File: config.mk
export PLATFORM = sky130hd
export DESIGN_NAME = vc_arbiter
export DESIGN_NICKNAME = d
export VERILOG_FILES = /design/src/rtl/vc_arbiter.sv
export SDC_FILE = /design/constraint.sdc
export NUM_CORES = 1
export LEC_CHECK = 0
export BUFFER_PORTS_ARGS = -buffer_cell sky130_fd_sc_hd__buf_2
export CAP_MARGIN = 20
export CORE_MARGIN = 5
export CORE_UTILIZATION = 25
export DETAILED_ROUTE_END_ITERATION = 7
export PLACE_DENSITY_LB_ADDON = 0.3
export SLEW_MARGIN = 25
export SYNTH_ARGS = -nofsm -noshare
export SYNTH_HDL_FRONTEND = slang
export SYNTH_SLANG_ARGS = --single-unit
File: constraint.sdc
create_clock -name clk -period 2.58 [get_ports clk]
set_clock_uncertainty 0.1 [all_clocks]
set_input_delay 0.387 -clock clk [delete_from_list [all_inputs] [get_ports clk]]
set_output_delay 0.387 -clock clk [all_outputs]
set_load 0.01 [all_outputs]
File: src/rtl/vc_arbiter.sv
// Round-robin scheduler that moves head words from four virtual-channel FIFOs
// into two destination FIFOs, gated by the interconnect control FSM.
module vc_arbiter #(
  parameter int DATA_W   = 6,
  parameter int DEST_BIT = 4
) (
  input  logic                  clk,
  input  logic                  reset_L,
  input  logic                  init,
  input  logic                  enable,
  input  logic                  halt_i,
  input  logic [3:0]            vc_empty,
  input  logic [4*DATA_W-1:0]   vc_data,
  input  logic [1:0]            af_d,
  output logic [3:0]            vc_pop,
  output logic                  d0_push,
  output logic                  d1_push,
  output logic [DATA_W-1:0]     d_data,
  output logic [1:0]            grant_vc,
  output logic                  busy,
  output logic                  arb_err
);

  typedef enum logic [1:0] {
    IDLE = 2'd0,
    ARB  = 2'd1,
    ERR  = 2'd2
  } state_t;

  state_t              state;
  state_t              next_state;
  logic [1:0]          rr_ptr;
  logic [3:0]          elig;
  logic                go;
  logic                found;
  logic                grant;
  logic [1:0]          winner;
  logic [DATA_W-1:0]   win_word;
  logic                win_dest;

  // A VC is eligible when it has a word and that word's destination can take it.
  always_comb begin
    // NOTE: every variable written here gets a default first, so no path leaves
    // it unassigned and no latch is inferred.
    elig = '0;
    for (int i = 0; i < 4; i++) begin
      elig[i] = !vc_empty[i] && !af_d[vc_data[i*DATA_W + DEST_BIT]];
    end
  end

  assign go = (state == ARB) && enable && !init && !halt_i;

  // Search starts just past the last winner so every VC gets a turn.
  always_comb begin
    logic [1:0] cand;
    found  = 1'b0;
    winner = rr_ptr;
    cand   = rr_ptr;
    for (int k = 1; k <= 4; k++) begin
      cand = rr_ptr + 2'(k);
      if (!found && elig[cand]) begin
        found  = 1'b1;
        winner = cand;
      end
    end
  end

  assign grant    = go && found;
  assign win_word = vc_data[int'(winner)*DATA_W +: DATA_W];
  assign win_dest = win_word[DEST_BIT];

  // State register
  always_ff @(posedge clk or negedge reset_L) begin
    // NOTE: sequential state uses non-blocking assignments so every register
    // samples pre-edge values regardless of statement order.
    if (!reset_L) state <= IDLE;
    else          state <= next_state;
  end

  // Next-state logic; halt_i outranks init, which outranks enable.
  always_comb begin
    next_state = state;
    unique case (state)
      IDLE: begin
        if (halt_i)                next_state = ERR;
        else if (enable && !init)  next_state = ARB;
      end
      ARB: begin
        if (halt_i)                next_state = ERR;
        else if (init || !enable)  next_state = IDLE;
      end
      ERR:     next_state = ERR;
      default: next_state = IDLE;
    endcase
  end

  // FSM output: one-hot pop, only while arbitration is allowed this cycle.
  always_comb begin
    vc_pop = '0;
    if (grant) vc_pop[winner] = 1'b1;
  end

  // Registered datapath toward the destination FIFOs.
  always_ff @(posedge clk or negedge reset_L) begin
    if (!reset_L) begin
      rr_ptr   <= 2'd3;
      d0_push  <= 1'b0;
      d1_push  <= 1'b0;
      d_data   <= '0;
      grant_vc <= '0;
      busy     <= 1'b0;
      arb_err  <= 1'b0;
    end else begin
      d0_push <= grant && !win_dest;
      d1_push <= grant &&  win_dest;
      busy    <= (next_state == ARB);
      arb_err <= (next_state == ERR);
      if (grant) begin
        rr_ptr   <= winner;
        d_data   <= win_word;
        grant_vc <= winner;
      end else if (init && state != ERR) begin
        // Restart the rotation so VC0 is first after re-initialisation.
        rr_ptr <= 2'd3;
      end
    end
  end

endmodule

Word-level counts from Yosys, hierarchy flattened
Index checks and enable logic that the tools add are counted.
- bits of input ports: 35
- word-level logic and storage cells: 96
- ROM bits: 0
- latch bits: 0
- bits in writable memories: 0
- memories: 0
- output and inout bits: 16
- register bits after elaboration: 16
- multiply operators: 1
- magnitude comparators: 10
- bitwise operators: 0
- add/subtract/negate cells: 3
- div/mod/pow operators: 0
- shifts and indexed selects: 1
- multiplexer cells: 34
- reductions and logical operators: 34
- equal/unequal tests: 5
- operators with widths (cell ; count):
    24-bit by 6-bit variable part select with 6-bit output ; 1
    2-bit two-way mux ; 10
    1-bit two-way mux ; 17
    1-bit logical AND ; 16
    1-bit zero test ; 15
    2-bit by 3-bit < comparator with 1-bit output, second input constant ; 5
    1-bit binary-select mux with 2-bit select ; 4
    1-bit by 2-bit < comparator with 1-bit output, second input constant ; 4
    2-bit one-hot mux with 3 select lines ; 1
    2-bit adder, second input constant ; 2
    2-bit by 1-bit == test with 1-bit output, second input constant ; 2
    2-bit == test, second input constant ; 2
    2-bit by 2-bit multiplier with 4-bit output, second input constant ; 1
    4-bit two-way mux ; 1
    2-bit by 1-bit adder with 2-bit output, second input constant ; 1
    1-bit demux with 2-bit select ; 1
    2-bit by 1-bit >= comparator with 1-bit output, second input constant ; 1
    2-bit zero test ; 1
    2-bit != test, second input constant ; 1
    2-bit nonzero test ; 1
    1-bit logical OR ; 1

Depth between registers and ports, before layout
Gate-level depths: netlist (run 1).
- depth in word-level cells: 21
- mapped depth: 8
- mapped depth without buffers: 6

Worst setup path before layout (run 1)
Ideal clock, no wire load.
- path kind: input to output
- start: in vc_data[22]
- end: out vc_pop[2]
- required time: 2.093 ns
- buffers on the path: 2
- stages: 8
- arrival: 1.758 ns
- path slack: 0.335 ns
- cells stage by stage: mux2_4 o31a_1 o22ai_4 and2_1 buf_6 buf_12 nand2_1 nor2_1
- longest elaborated chain between the ends: 21
- elaborated cells on any way between the ends: 33
- those cells by class: order compare: 2; mux: 21; reduce/logical: 10
- RTL lines (element ; line ; text):
    start: declaration ; 13 ; input logic [4*DATA_W-1:0] vc_data,
    1-bit two-way mux (implied by the code) (*) (2 in series) ; 47 ; elig[i] = !vc_empty[i] && !af_d[vc_data[i*DATA_W + DEST_BIT]];
    1-bit zero test (*) ; 47 ;
    1-bit logical AND (*) ; 47 ;
    1-bit binary-select mux with 2-bit select ; 61 ; if (!found && elig[cand]) begin
    1-bit two-way mux (implied by the code) ; 61 ;
    1-bit two-way mux ; 61 ;
    1-bit zero test ; 61 ;
    1-bit logical AND ; 61 ;
    (+4 left out) ; - ;
    1-bit zero test ; 61 ;
    1-bit logical AND ; 61 ;
    2-bit two-way mux ; 61 ;
    2-bit by 3-bit < comparator with 1-bit output (implied by the code) / 2-bit by 1-bit >= comparator with 1-bit output (equally long branches) ; 100 ; if (grant) vc_pop[winner] = 1'b1;
    1-bit logical AND (implied by the code) ; 100 ;
    1-bit two-way mux (implied by the code) ; 100 ;
    1-bit demux with 2-bit select ; 100 ;
    4-bit two-way mux (*) ; 100 ;
    end: declaration ; 15 ; output logic [3:0] vc_pop,
Mark *: on every way between the ends. The rest lies on a longest branch, timed or not. The select of a mux whose other input is x is not followed.

Worst setup path in the final report (run 1)
- start: in vc_data[10]
- end: out vc_pop[1]
The elaborated chain is that of the path after synthesis.

==> reports/qor.yml, run 1 <==
outcome:
  status: "finished, final reports clean"
final_layout:
  diodes: 0
  fill_cells: 431
  fin_nets: 201
  syn_to_final_growth_pct: 36.4
  fin_area_um2: 1450
  drive_above_1_share_pct: 45.5
grt:
  grt_overflow_total: 0
  grt_pass1_wl_um: 5390
  first_global_vias: 1156
  grt_max_degree: 16
  antenna_found_initial: 0
  track_usage_pct: 12.2
cts:
  cts_resized: 0
  cts_hold_buf: 1
  numCtsBuffers: 3
  clock_latency_ns: 0.24
  cts_buffer_depth: 2
  cts.sinks: 15
  post-cts-setup-buffers: 0
  htreeDepth: 1
  path_clk_slew_ns: 0.06
  cts_tree: "yes"
  cts_root_buf: "clkbuf_8"
sta:
  tightestPinTransition_ns: 0.460
  slew-limit-headroom_pct: 69.0
  max_freq_mhz: 419
  finalCritPeriodShare_pct: 92.4
  setup_tns_ns: 0
  rsz0062_at_grt: "no"
  drv_slew: 0
  hold_violations: 0
  layout_min_cycle_time_ns: 2.38
  setup_viol: 0
place:
  io_buffers: 50
  gp_congestion: 0.798
  placed_cell_area_um2: 1390
  dpl.hpwl_um: 2680
setup_path:
  path_class: "input port to output pin"
  cp-end-kind: "output pin"
  cp-start-kind: "input port"
  cp_top_family: "simple AND/OR/NAND/NOR gates"
  rr_worst_depth: 6
  timing.rr.start: "rr_ptr[0]$_DFFE_PN1P_"
  slowest_delay_ns: 0.38
  arrival_ns: 1.90
  cp.required_ns: 2.09
  crit_path_cell_trace: "buf_2 -> mux2i_1 -> nor4b_2 -> o22ai_4 -> buf_4 -> nand2_1 -> nand2_1 -> nor2_1 -> buf_2"
  cp-startpoint: "vc_data[10]"
  crit_slowest_cell: "nor4b_2"
  worst-path-buf-inv: 3
  worstReg2RegEnd: "d_data[0]$_DFFE_PN0P_"
  reg2reg_slack_ns: 0.47
  critPathMaxFanout: 6
routing:
  viasPerCell: 5.06
  antenna_left: 0
  drt_iter0_drc: 25
  vias: 1087
  firstDrtPassIters: 4
  avgRoutedWirePerCell_um: 14.8
  drt-total-wl_um: 3190
  drc_errors: 0
pwr:
  powerDensity_nw_per_um2: 457
  p_leak_nw: 0.714
  peakVddDrop_v: 0.000164
  p_total_uw: 663
yosys:
  ys_seq_elements: 15
  syn_nets: 141
  synth.top_cell.area_share_pct: 30.6
  synth_edf_count: 0
  synth_largest_area_cell: "dfrtp_1"
  ys_top_cells_by_count: "16 x nor2_1, 13 x dfrtp_1, 10 x nand2_1"
  ys_types: 40
  synth_ff_type: "dfrtp_1"
  netlist_area_um2: 1060
  postSynth.asyncResetShare_pct: 100
  yosysWarnings: 0
  yosysMostFrequentCell: "nor2_1"
  ys_seq_area_share_pct: 35.5
  synthTopCellsByArea: "dfrtp_1 31%, mux2i_1 6.6%, nor2_1 5.6%"
  synthCells: 106
  avgSynthCellArea_um2: 10.0
floorplan:
  core-area_um2: 4060
  dieArea_um2: 5660
  rows: 23
  start_util_pct: 26.2
  ios: 51
  die_h_um: 75.2
  die_w_um: 75.2
hold_path:
  hold_path_depth: 2
  min_to: "busy$_DFF_PN0_"
  hold_path.class: "input port to flop"
  min_from: "halt_i"
run:
  drv_cap: 0
[metal layers]
layer  GRT usage [%]  wire (um)
met1            14.8       1320
met4            5.83         38
met3            2.27        222
met2            20.6       1610
met5               0          0
[where the power goes]
group / switching [mW] / leakage (nW) / total [mW] / internal [mW]
Sequential: 0.0173 / 0.198 / 0.272 / 0.255
Clock: 0.0803 / 0.0255 / 0.187 / 0.107
Combinational: 0.112 / 0.490 / 0.204 / 0.0924
Total: 0.209 / 0.714 / 0.663 / 0.454
[sequential cells by signal, indices dropped and copies added (netlist names)]
| name | count |
|---|---|
| rr_ptr | 2 |
| d0_push | 1 |
| arb_err | 1 |
| state | 1 |
| d_data | 6 |
| busy | 1 |
| grant_vc | 2 |
| d1_push | 1 |
[worst max-delay path by stage]
stage                                  endpoint  slack [ns]  cells after the start
after floorplan                       vc_pop[2]        0.34                      8
after global placement    d_data[5]$_DFFE_PN0P_        0.14                      8
after detailed placement  d_data[5]$_DFFE_PN0P_        0.13                      8
after CTS                             vc_pop[1]        0.21                      9
after global routing                  vc_pop[3]        0.08                      8
final                                 vc_pop[1]        0.20                      9
[through the flow]
step / setup WS (ns) / instances / util, % / hold WS [ns]
global placement: 0.145 / 210 / 34.4 / 0.211
floorplan: 0.335 / 106 / - / -0.00859
finish: 0.196 / 215 / 35.7 / 0.241
global route: 0.0822 / 215 / 35.7 / 0.251
detailed placement: 0.128 / 210 / 34.4 / 0.209
CTS: 0.210 / 215 / 35.7 / 0.233
[layout make-up]
type | instances | area, um2 | area share (%)
clock inverters | 1 | 5.00 | 0.345
clock buffers | 3 | 41.3 | 2.85
flip-flops and latches | 15 | 378 | 26.1
inverters | 1 | 3.75 | 0.259
repair buffers | 58 | 313 | 21.6
well taps | 50 | 62.6 | 4.31
multi-input cells | 87 | 647 | 44.6
[worst register-to-register path, stage by stage (launching register included)]
cell and delay (ns):
dfstp_2 0.39, nor4b_2 0.42, o22ai_4 0.10, and2_1 0.21, buf_4 0.22, a2111oi_0 0.41
a211oi_1 0.12
[cell usage in the layout (no fill, tap or decap), types with 2 or more instances in the layout]
cell type  count
buf_4          7
mux2i_1        7
dfrtp_1       13
dfstp_2        2
or2_1          2
o21ai_0        2
a211oi_1       5
a21oi_1        4
nor4b_2        2
nor4b_1        2
nand2b_1       5
buf_2         50
a2111oi_0      3
a21boi_0       5
o22a_1         2
clkbuf_8       3
a2111oi_2      2
nor2_1        16
nand2_1       10
[cell families (layout without fill, tap and decap cells)]
kind of cell	after synthesis	in the layout	share of synthesized area [%]
AO/OA/AOI/OAI	33	33	28.4
buffers and inverters	4	63	3.65
flip-flops	15	15	35.5
multiplexers	9	9	9.06
AND/OR/NAND/NOR	45	45	23.4
(Power assumes the default switching activity.)
==> run 2: changes to the inputs <==
- CORE_UTILIZATION: 25 -> 45
- GPL_TIMING_DRIVEN: unset -> 0
==> run 2 against run 1 <==
Against the previous run: utilization is 28 points higher; flip-flop and latch count unchanged; die area shrank 39%; combinational power up 3%; maximum frequency fell by 3.7%; clock power decreased by 32%; global-route usage is 4.2 points higher; sequential share of layout area is 0.67 points higher; cell count down 12%; critical path type unchanged; critical endpoint is now vc_pop[3].
==> reports/qor.yml, run 2 (synthesis gave the netlist of run 1 again) <==
sta:
  setup_viol: 0
  tightestPinTransition_ns: 0.572
  hold_violations: 0
  slew-limit-headroom_pct: 60.9
  fin_ws_ns: 0.104
  finalCritPeriodShare_pct: 96.0
  layout_min_cycle_time_ns: 2.48
  drv_slew: 0
  max_freq_mhz: 404
place:
  dpl.hpwl_um: 2180
  placed_cell_area_um2: 1350
  dp.cells: 184
  gp_congestion: 0.801
  io_buffers: 50
  pre_cts_ws_ns: -0.0634
floorplan:
  die_w_um: 58.6
  ios: 51
  rows: 17
  dieArea_um2: 3440
  core-area_um2: 2230
  die_h_um: 58.6
  start_util_pct: 47.6
pwr:
  p_leak_nw: 0.707
  p_total_uw: 613
  peakVddDrop_v: 0.000229
  powerDensity_nw_per_um2: 434
routing:
  drt_iter0_drc: 28
  firstDrtPassIters: 4
  antenna_left: 0
  vias: 1050
  drt-total-wl_um: 2700
  drc_errors: 0
  avgRoutedWirePerCell_um: 14.3
  viasPerCell: 5.56
run:
  drv_cap: 0
grt:
  grt_overflow_total: 0
  grt_max_degree: 16
  first_global_vias: 1013
  grt_pass1_wl_um: 4430
  antenna_found_initial: 0
  track_usage_pct: 16.4
final_layout:
  top_register: "d_data"
  fin_area_um2: 1410
  diodes: 0
  mostFrequentLayoutCells: "50 x buf_2, 16 x nor2_1, 13 x dfrtp_1"
  fill_cells: 202
  mostFrequentLayoutCell: "buf_2"
  reg_top3: "d_data x6, grant_vc x2, rr_ptr x2"
  fin_nets: 197
  ff_latch_area_um2: 378
  largest_reg_flops: 6
  multi_input_area_um2: 672
  syn_to_final_growth_pct: 32.9
  drive_above_1_share_pct: 44.1
  final_cells: 189
setup_path:
  critPathMaxFanout: 10
  cp-start-kind: "input port"
  cp-end-kind: "output pin"
  cp.required_ns: 2.09
  reg2reg_slack_ns: 0.48
  path_class: "input port to output pin"
  arrival_ns: 1.99
cts:
  cts_buffer_depth: 2
  cts_tree: "yes"
  htreeDepth: 1
  cts_root_buf: "clkbuf_4"
  clock_latency_ns: 0.28
  cts.sinks: 15
  numCtsBuffers: 3
  path_clk_slew_ns: 0.08
hold_path:
  hold_path.class: "input port to flop"
outcome:
  status: "finished, final reports clean"
run 2: routing by layer:
| metal | share of wire [%] | GRT usage (%) | routed length [um] | up-vias |
|---|---|---|---|---|
| met3 | 7.7 | 2.41 | 208 | 6 |
| met2 | 47 | 26.0 | 1270 | 43 |
| met5 | 0 | 0 | 0 | - |
| met4 | 1.8 | 6.15 | 48 | 0 |
| li1 | - | - | - | 519 |
| met1 | 44 | 22.7 | 1180 | 482 |
run 2: metrics by stage:
step / utilization, % / setup TNS, ns / hold slack (ns)
6_report: 63.3 / 0 / 0.245
5_1_grt: 63.3 / -0.00249 / 0.234
4_1_cts: 61.9 / 0 / 0.204
3_5_place_dp: 60.4 / -0.190 / 0.207
3_3_place_gp: 60.4 / -0.189 / 0.201
2_1_floorplan: - / 0 / -0.00859
run 2: timing repair:
| item | CTS | global route |
|---|---|---|
| pin swaps | 0 | 1 |
| hold buffers | 1 | 0 |
| buffers inserted | 0 | 1 |
| setup endpoints to repair | 4 | 4 |
| gates resized for setup | 1 | 3 |
| cloned | 0 | 0 |
| endpoints found under the hold margin | 13 | 0 |
run 2: critical path, cell delays in order:
cell and delay (ns):
buf_2 0.14, mux2_4 0.32, o31a_1 0.27, o22ai_4 0.11, and2_1 0.16, buf_6 0.12, buf_12 0.13, nand2_1 0.09
nor2_1 0.11, buf_2 0.14
run 2: worst paths after layout:
check | end | depth (start not counted) | from
min reg2reg | grant_vc[1]$_DFFE_PN0P_ | 2 | grant_vc[1]$_DFFE_PN0P_
max in group asynchronous | rr_ptr[0]$_DFFE_PN1P_ | 2 | reset_L
max reg2reg | d_data[1]$_DFFE_PN0P_ | 6 | rr_ptr[1]$_DFFE_PN1P_
min | state[0]$_DFF_PN0_ | 2 | halt_i
max | vc_pop[3] | 10 | vc_data[22]
min in group asynchronous | d_data[3]$_DFFE_PN0P_ | 2 | reset_L
run 2: layout make-up:
class	instances	share of cell area, %
sequential	15	26.7
multi-input combinational	87	47.5
clock buffer	4	1.86
tap	28	2.48
inverter	1	0.265
timing repair buffer	52	18.9
buffer	2	2.21
run 2: where the power goes:
group,total [mW],internal [mW],switching (mW)
sequential,0.274,0.254,0.0195
combinational,0.211,0.102,0.109
clock,0.128,0.0599,0.0683
total,0.613,0.416,0.197
